**config.mk**
```make
export PLATFORM = sky130hd
export DESIGN_NAME = masked_adder_pipe
export DESIGN_NICKNAME = d
export VERILOG_FILES = /design/src/rtl/masked_pkg.sv /design/src/rtl/masked_adder_pipe_dom_and.sv /design/src/rtl/masked_adder_pipe.sv
export SDC_FILE = /design/constraint.sdc
export NUM_CORES = 1
export LEC_CHECK = 0
export CORE_MARGIN = 4
export CORE_UTILIZATION = 50
export CTS_BUF_LIST = sky130_fd_sc_hd__clkbuf_8
export CTS_CLUSTER_DIAMETER = 50
export DETAILED_ROUTE_END_ITERATION = 6
export PLACE_DENSITY_LB_ADDON = 0.1
export REMOVE_ABC_BUFFERS = 1
export SKIP_CTS_REPAIR_TIMING = 1
export SYNTH_ARGS = -nofsm -noshare
export SYNTH_HDL_FRONTEND = slang
export SYNTH_SLANG_ARGS = --single-unit
```
**constraint.sdc**
```tcl
create_clock -name clk -period 1.5 [get_ports clk]
set_input_delay 0.15 -clock clk [delete_from_list [all_inputs] [get_ports clk]]
set_output_delay 0.15 -clock clk [all_outputs]
set_load 0.02 [all_outputs]
```
**src/rtl/masked_pkg.sv**
```systemverilog
// Shared types and constants for the 2-share Boolean-masked arithmetic datapath.
package masked_pkg;

    localparam int NSHARES = 2;

    typedef struct packed {
        logic s0;
        logic s1;
    } share2_t;

    function automatic int pipe_latency(input int width);
        return width + 1;
    endfunction

endpackage

```
**src/rtl/masked_adder_pipe_dom_and.sv**
```systemverilog
// First-order DOM-indep AND gate: every partial product is registered before the share XOR,
// so domain-0 and domain-1 values never share a combinational cone.
module dom_and
    import masked_pkg::*;
(
    input  logic    clk,
    input  logic    rst,
    input  share2_t a,
    input  share2_t b,
    input  logic    r,
    output share2_t z
);

    logic t00, t01, t11, t10;

    always_ff @(posedge clk) begin
        if (rst) begin
            t00 <= 1'b0;
            t01 <= 1'b0;
            t11 <= 1'b0;
            t10 <= 1'b0;
        end else begin
            t00 <= a.s0 & b.s0;
            t01 <= (a.s0 & b.s1) ^ r;
            t11 <= a.s1 & b.s1;
            t10 <= (a.s1 & b.s0) ^ r;
        end
    end

    assign z = '{s0: t00 ^ t01, s1: t11 ^ t10};

endmodule

```
**src/rtl/masked_adder_pipe.sv**
```systemverilog
// Boolean-masked ripple adder/subtractor, one bit-slice per pipeline stage.
// Shares stay separated end to end; the output register holds the result shares.
module masked_adder_pipe
    import masked_pkg::*;
#(
    parameter int WIDTH = 8
) (
    input  logic                       clk,
    input  logic                       rst,
    input  logic                       i_valid,
    input  logic                       i_sub,
    input  logic [WIDTH-1:0]           i_A0,
    input  logic [WIDTH-1:0]           i_A1,
    input  logic [WIDTH-1:0]           i_B0,
    input  logic [WIDTH-1:0]           i_B1,
    input  logic [NSHARES*WIDTH-1:0]   i_r,
    output logic                       o_valid,
    output logic [WIDTH-1:0]           o_S0,
    output logic [WIDTH-1:0]           o_S1,
    output logic                       o_C0,
    output logic                       o_C1
);

    if (WIDTH < 2) begin : g_bad_width
        $error("masked_adder_pipe: WIDTH must be at least 2");
    end

    // Inverting only share 0 of B negates B without recombining; the +1 enters as carry-in share 0.
    logic [WIDTH-1:0] b0_in;
    logic [WIDTH:0]   c0;
    logic [WIDTH:0]   c1;
    logic [WIDTH-1:0] sum0;
    logic [WIDTH-1:0] sum1;
    logic [WIDTH-1:0] vld_pipe;

    assign b0_in = i_sub ? ~i_B0 : i_B0;
    assign c0[0] = i_sub;
    assign c1[0] = 1'b0;

    for (genvar k = 0; k < WIDTH; k++) begin : g_slice
        share2_t a_k, b_k, c_k, p_k, s_k, ab_z, pc_z;
        logic [1:0] s_sr [WIDTH-k];

        if (k == 0) begin : g_direct
            assign a_k = {i_A0[0], i_A1[0]};
            assign b_k = {b0_in[0], i_B1[0]};
        end else begin : g_delay
            // Operand shares for bit k wait k cycles so they meet the carry rippling in from below.
            logic [3:0] op_sr [k];

            always_ff @(posedge clk) begin
                if (rst) begin
                    for (int j = 0; j < k; j++) begin
                        op_sr[j] <= '0;
                    end
                end else begin
                    op_sr[0] <= {i_A0[k], i_A1[k], b0_in[k], i_B1[k]};
                    for (int j = 1; j < k; j++) begin
                        op_sr[j] <= op_sr[j-1];
                    end
                end
            end

            assign a_k = {op_sr[k-1][3], op_sr[k-1][2]};
            assign b_k = {op_sr[k-1][1], op_sr[k-1][0]};
        end

        assign c_k = {c0[k], c1[k]};
        assign p_k = a_k ^ b_k;
        assign s_k = p_k ^ c_k;

        dom_and u_and_ab (
            .clk (clk),
            .rst (rst),
            .a   (a_k),
            .b   (b_k),
            .r   (i_r[2*k]),
            .z   (ab_z)
        );

        dom_and u_and_pc (
            .clk (clk),
            .rst (rst),
            .a   (p_k),
            .b   (c_k),
            .r   (i_r[2*k+1]),
            .z   (pc_z)
        );

        assign c0[k+1] = ab_z.s0 ^ pc_z.s0;
        assign c1[k+1] = ab_z.s1 ^ pc_z.s1;

        // Sum bit k is ready WIDTH-k cycles before the final carry, so it is held that long.
        always_ff @(posedge clk) begin
            if (rst) begin
                for (int j = 0; j < WIDTH - k; j++) begin
                    s_sr[j] <= '0;
                end
            end else begin
                s_sr[0] <= {s_k.s0, s_k.s1};
                for (int j = 1; j < WIDTH - k; j++) begin
                    s_sr[j] <= s_sr[j-1];
                end
            end
        end

        assign sum0[k] = s_sr[WIDTH-k-1][1];
        assign sum1[k] = s_sr[WIDTH-k-1][0];
    end

    // Valid walks alongside the slices; result registers only move when a real result lands.
    always_ff @(posedge clk) begin
        if (rst) begin
            vld_pipe <= '0;
            o_valid  <= 1'b0;
            o_S0     <= '0;
            o_S1     <= '0;
            o_C0     <= 1'b0;
            o_C1     <= 1'b0;
        end else begin
            vld_pipe <= {vld_pipe[WIDTH-2:0], i_valid};
            o_valid  <= vld_pipe[WIDTH-1];
            if (vld_pipe[WIDTH-1]) begin
                o_S0 <= sum0;
                o_S1 <= sum1;
                o_C0 <= c0[WIDTH];
                o_C1 <= c1[WIDTH];
            end
        end
    end

endmodule

```
==> impl_metrics.tcl, run 1 <==
set metrics [dict create \
    grt_max_degree 86 \
    syn_area_sq_um 8720 \
    post-route-util_pct 61.1 \
    synth_seq_cells 274 \
    cp_slowest_stage_delay_ns 0.31 \
    drt_wl_total_um 10900 \
    coreArea_sq_um 17200 \
    cts_tree "yes" \
    yosys-top-cells-area "dfxtp_1 63%, nor2b_1 16%, ha_1 4.4%" \
    min_to "g_slice[1].g_delay.op_sr[0][3]" \
    first_global_vias 4551 \
    r2r_end "g_slice[2].s_sr[0][0]" \
    placed_cells 1020 \
    hold_depth 2 \
    clock_sinks 274 \
    crit_fanout 2 \
    ff2ff_setup_slack_ns 0.20 \
    finalHoldViolations 0 \
    syn_inst 747 \
    final_cell_mix "274 x dfxtp_1, 218 x nor2b_1, 50 x clkbuf_8, 50 x clkdlybuf4s50_1" \
    worstPathRequired_ns 1.88 \
    die_area_sq_um 19600 \
    grt_usage_pct 11.5 \
    multi_input_area_sq_um 3070 \
    drtIter0Drc 114 \
    nets 922 \
    max_cap_violations 0 \
    synth-seq-area-share_pct 62.9 \
    die_y_um 140 \
    path_clk_slew_ns 0.06 \
    dp_slack_ns -0.130 \
    cts_buffer_depth 3 \
    root_buffer "clkbuf_8" \
    num_antenna_cells 0 \
    fin_crit_ns 1.30 \
    fin_ws_ns 0.199 \
    area.sequential_sq_um 5490 \
    reg2reg_depth 4 \
    critPathArrivalTime_ns 1.68 \
    grt-ovfl-total 0 \
    hp-start "rst" \
    vias 4621 \
    routed_via_density 4.25 \
    start_kind "flip-flop" \
    ys_warn_count 0 \
    ys_types 16 \
    setup-tns-final_ns 0 \
    drtPass1Iterations 4 \
    maxSlewViolCount 0 \
    synth_top_area_share_pct 62.9 \
    pin_count 71 \
    yosys.area.top_type "dfxtp_1" \
    fmax_ghz 0.769 \
    crit_path_end_kind "flip-flop" \
    worst_pin_slew_ns 0.329 \
    layout_commonest_cell "dfxtp_1" \
    clk_latency_ns 0.52 \
    dp_hpwl_um 7310 \
    path_buf_inv 0 \
    critical_path_class "flip-flop to flip-flop" \
    period_share_pct 86.7 \
    critPathTopFamily "XOR/XNOR gates" \
    layout.cells.non_filler 1087 \
    area_delta_synth_final_pct 20.3 \
    r2r-start "g_slice[1].u_and_pc.t10" \
    finClkSkew_ns 0.0204 \
    die_w_um 140 \
    peakVddDrop_v 0.000650 \
    drive_above_1_share_pct 7.54 \
    routedWlPerCell_um 10.0 \
    grt_pass1_wl_um 19200 \
    cts_max_level 2 \
    cts_made_buffers 42 \
    syn_area_per_cell_sq_um 11.7 \
    slew_headroom_pct 78.1 \
    gp_congestion 0.738 \
    placementRows 48 \
    rsz0062_at_grt "no" \
    status "finished, final reports clean" \
    start_util_pct 50.8 \
    path_cells "xor2_1 -> xnor2_1 -> ha_1 -> nor2b_1" \
    detail-route-antenna-nets 0 \
    drc 0 \
    antenna_found_initial 0 \
    io_buffers 70 \
    setup_viol 0 \
    p_per_area_nw_per_um2 1330 \
    hold_path_class "input port to flip-flop" \
    p_leak_nw 4.68 \
    slowest_stage "dfxtp_1" \
    nFillCells 1444 \
]
-- worst max-delay path by stage --
stage                                  startpoint               endpoint  slack, ns  cells past startpoint
after floorplan                       vld_pipe[7]                o_S0[0]       0.25                      2
after global placement                      i_sub  g_slice[0].s_sr[0][1]      -0.09                      5
after detailed placement                    i_sub  g_slice[0].s_sr[0][1]      -0.13                      5
after CTS                                 o_S0[5]                o_S0[5]      -0.15                      1
after global routing      g_slice[1].u_and_pc.t01  g_slice[2].s_sr[0][1]       0.16                      4
final                     g_slice[1].u_and_pc.t10  g_slice[2].s_sr[0][0]       0.20                      4
-- per-layer routing --
layer / GRT usage (%) / share of wire (%) / routed length [um]
met1: 13.2 / 44 / 4830
met2: 19.3 / 48 / 5230
met3: 3.79 / 5.3 / 582
met4: 5.97 / 2.5 / 269
met5: 0 / 0 / 0
-- area by class of cell --
type | instances | share of cell area, %
clock buffer | 49 | 6.43
sequential | 274 | 52.3
clock inverter | 18 | 0.906
timing repair buffer | 81 | 8.43
multi-input combinational | 440 | 29.3
tap | 225 | 2.68
-- cells by family after synthesis --
family	Yosys count	share of synthesized area, %
compound gates	2	0.172
xor+xnor	72	7.31
fa+ha+maj	31	4.45
buf+inv	33	1.94
flops	274	62.9
mux	30	3.44
simple gates	305	19.8
-- power by group --
part,switching [mW],internal (mW)
clock,2.43,3.09
sequential,0.0750,7.57
combinational,0.351,0.460
total,2.86,11.1
-- registers in the layout, summed over array words and instances (netlist names) --
register / flops
g_slice.g_delay.op_sr: 112
g_slice.s_sr: 72
g_slice.u_and_ab.t00: 8
g_slice.u_and_ab.t01: 8
g_slice.u_and_ab.t10: 8
g_slice.u_and_ab.t11: 8
g_slice.u_and_pc.t00: 8
g_slice.u_and_pc.t01: 8
g_slice.u_and_pc.t10: 8
g_slice.u_and_pc.t11: 7
o_C0: 1
o_C1: 1
o_S0: 8
o_S1: 8
o_valid: 1
vld_pipe: 8
-- cell usage after synthesis, drive strengths merged --
cell	n
buf	31
or2	7
a211oi	2
nand2b	7
nor2	42
nand2	31
nor2b	218
ha	31
mux2i	30
xnor2	41
xor2	31
dfxtp	274
clkbuf	2
-- per-stage QoR --
step	cell area [sq um]	hold WS [ns]	power, mW
final	10500	0.0278	14.0
after floorplan	8550	0.217	8.23
after global placement	9670	0.415	8.59
after global routing	10500	0.0377	14.7
after CTS	10400	0.0109	14.2
after detailed placement	9670	0.421	8.63
Note: power is estimated with default switching activity, not from simulation.
==> run 2, diff against run 1 <==
==> constraint.sdc (replaced) <==
create_clock -name clk -period 1.1 [get_ports clk]
set_input_delay 0.11 -clock clk [delete_from_list [all_inputs] [get_ports clk]]
set_output_delay 0.11 -clock clk [all_outputs]
set_load 0.02 [all_outputs]
==> run 2 against run 1 <==
The run now ends with negative setup slack left. Sequential cell count is the same. Sequential power grew 37%. First-iteration DRC count down 12%. Total power rose by 42%. Routed wire length is 7.4% higher. Hold slack gained 0.12 ns. Critical path type unchanged. Critical endpoint unchanged. Highest routed layer unchanged.
==> impl_metrics.tcl, run 2 (same netlist as run 1, synthesis figures left out) <==
set metrics [dict create \
    crit_fanout 2 \
    die_y_um 140 \
    fin_ws_ns -0.113 \
    coreArea_sq_um 17200 \
    cts_buffer_depth 3 \
    fmax_ghz 0.824 \
    internal_power_mw 15.7 \
    p_per_area_nw_per_um2 1770 \
    grt_pass1_wl_um 19700 \
    grt_max_degree 39 \
    clock_sinks 274 \
    hold_path_class "input port to flip-flop" \
    fin_hold_ws_ns 0.143 \
    finClkSkew_ns 0.0199 \
    die_area_sq_um 19600 \
    drive_above_1_share_pct 24.9 \
    antenna_found_initial 0 \
    detail-route-antenna-nets 0 \
    routed_via_density 4.29 \
    p_leak_nw 4.64 \
    switchingPower_mw 4.05 \
    critPathArrivalTime_ns 1.60 \
    start_util_pct 50.8 \
    crit_path_end_kind "flip-flop" \
    layout.cells.non_filler 1112 \
    area_delta_synth_final_pct 28.3 \
    drtPass1Iterations 4 \
    fin_crit_ns 1.21 \
    max_cap_violations 0 \
    critPathTopFamily "XOR/XNOR gates" \
    peakVddDrop_v 0.000850 \
    clk_latency_ns 0.52 \
    routedWlPerCell_um 10.5 \
    critical_path_class "flip-flop to flip-flop" \
    path_buf_inv 0 \
    period_share_pct 110 \
    drt_wl_total_um 11700 \
    gp_congestion 0.712 \
    drc 0 \
    slew_headroom_pct 75.1 \
    io_buffers 70 \
    rsz0062_at_grt "yes" \
    layout_commonest_cell "dfxtp_1" \
    reg_top3 "g_slice.g_delay.op_sr (112), g_slice.s_sr (72)" \
    start_kind "flip-flop" \
    slowest_stage "dfxtp_1" \
    placed_cells 1038 \
    finalHoldViolations 0 \
    combPwrFrac_pct 7.0 \
    cts_made_buffers 41 \
    pwr-share-clk_pct 40.2 \
    worst_pin_slew_ns 0.373 \
    die_w_um 140 \
    vias 4768 \
    num_antenna_cells 0 \
    nets 946 \
    status "complete, but fails checks" \
    switching_share_pct 20.5 \
    first_global_vias 4729 \
    drtIter0Drc 100 \
    path_clk_slew_ns 0.06 \
    violations "negative setup slack" \
    setup_viol 20 \
    regMostFlops "g_slice.g_delay.op_sr" \
    final_cell_mix "227 x dfxtp_1, 212 x nor2b_1, 55 x clkbuf_8, 50 x clkdlybuf4s50_1, 47 x dfxtp_2" \
    dp_hpwl_um 7760 \
    cts_max_level 2 \
    grt-ovfl-total 0 \
    maxSlewViolCount 0 \
    worstPathRequired_ns 1.49 \
    largest_register_ffs 112 \
    pin_count 71 \
    path_cells "xor2_1 -> xnor2_1 -> ha_1 -> nor2b_1" \
    grt_usage_pct 11.9 \
    cp_slowest_stage_delay_ns 0.31 \
    power_frac_seq_pct 52.8 \
    placementRows 48 \
    root_buffer "clkbuf_8" \
    cts_tree "yes" \
]
run 2: cell count changes in the layout (fill, tap and decap cells not counted), moves of 21 or more:
cell / delta
buf_4: +21
dfxtp_1: -47
dfxtp_2: +47
xnor2_1: -23
xnor2_2: +23
run 2: cell type report:
type	instances	area (sq um)
clock buffers	54	743
clock inverters	13	81.3
fillers	1343	5980
multi-input cells	440	3460
flip-flops and latches	274	5540
well taps	225	282
repair buffers	106	1090
run 2: worst reg2reg max path, stage by stage (launching register included):
cell,delay [ns]
dfxtp_1,0.31
xor2_1,0.16
xnor2_1,0.22
ha_1,0.27
nor2b_1,0.13
run 2: path summary, 6_finish.rpt:
check | from | to | slack, ns | cells past startpoint
hold reg to reg | g_slice[7].g_delay.op_sr[2][0] | g_slice[7].g_delay.op_sr[3][0] | 0.43 | 1
hold / removal | i_A1[6] | g_slice[6].g_delay.op_sr[0][2] | 0.14 | 2
setup reg to reg | g_slice[1].u_and_pc.t10 | g_slice[2].s_sr[0][0] | -0.11 | 4
setup / recovery | g_slice[1].u_and_pc.t10 | g_slice[2].s_sr[0][0] | -0.11 | 4
run 2: metal layers:
layer	track usage (%)	share of wire (%)	vias to the layer above
li1	-	-	2520
met1	13.3	42	2146
met2	20.6	50	83
met3	4.13	5.4	19
met4	5.00	2.0	0
met5	0	0	-
run 2: metrics by stage:
step	TNS (ns)	cell area, sq um	util (%)	power, mW	setup slack (ns)
floorplan	-2.67	8550	-	11.2	-0.150
global placement	-2.74	9850	57.3	11.8	-0.444
detailed placement	-3.61	9850	57.3	11.9	-0.485
CTS	-11.42	10700	62.1	19.9	-0.521
global route	-2.89	11200	65.2	20.8	-0.150
finish	-1.23	11200	65.2	19.8	-0.113
run 2: power by group through the flow:
stage / Clock (mW) / Combinational [mW] / Sequential, mW
global route: 8.74 / 1.53 / 10.5
floorplan: 0 / 0.602 / 10.6
finish: 7.95 / 1.38 / 10.5
CTS: 8.28 / 1.23 / 10.4
detailed placement: 0 / 1.22 / 10.6
global placement: 0 / 1.18 / 10.6
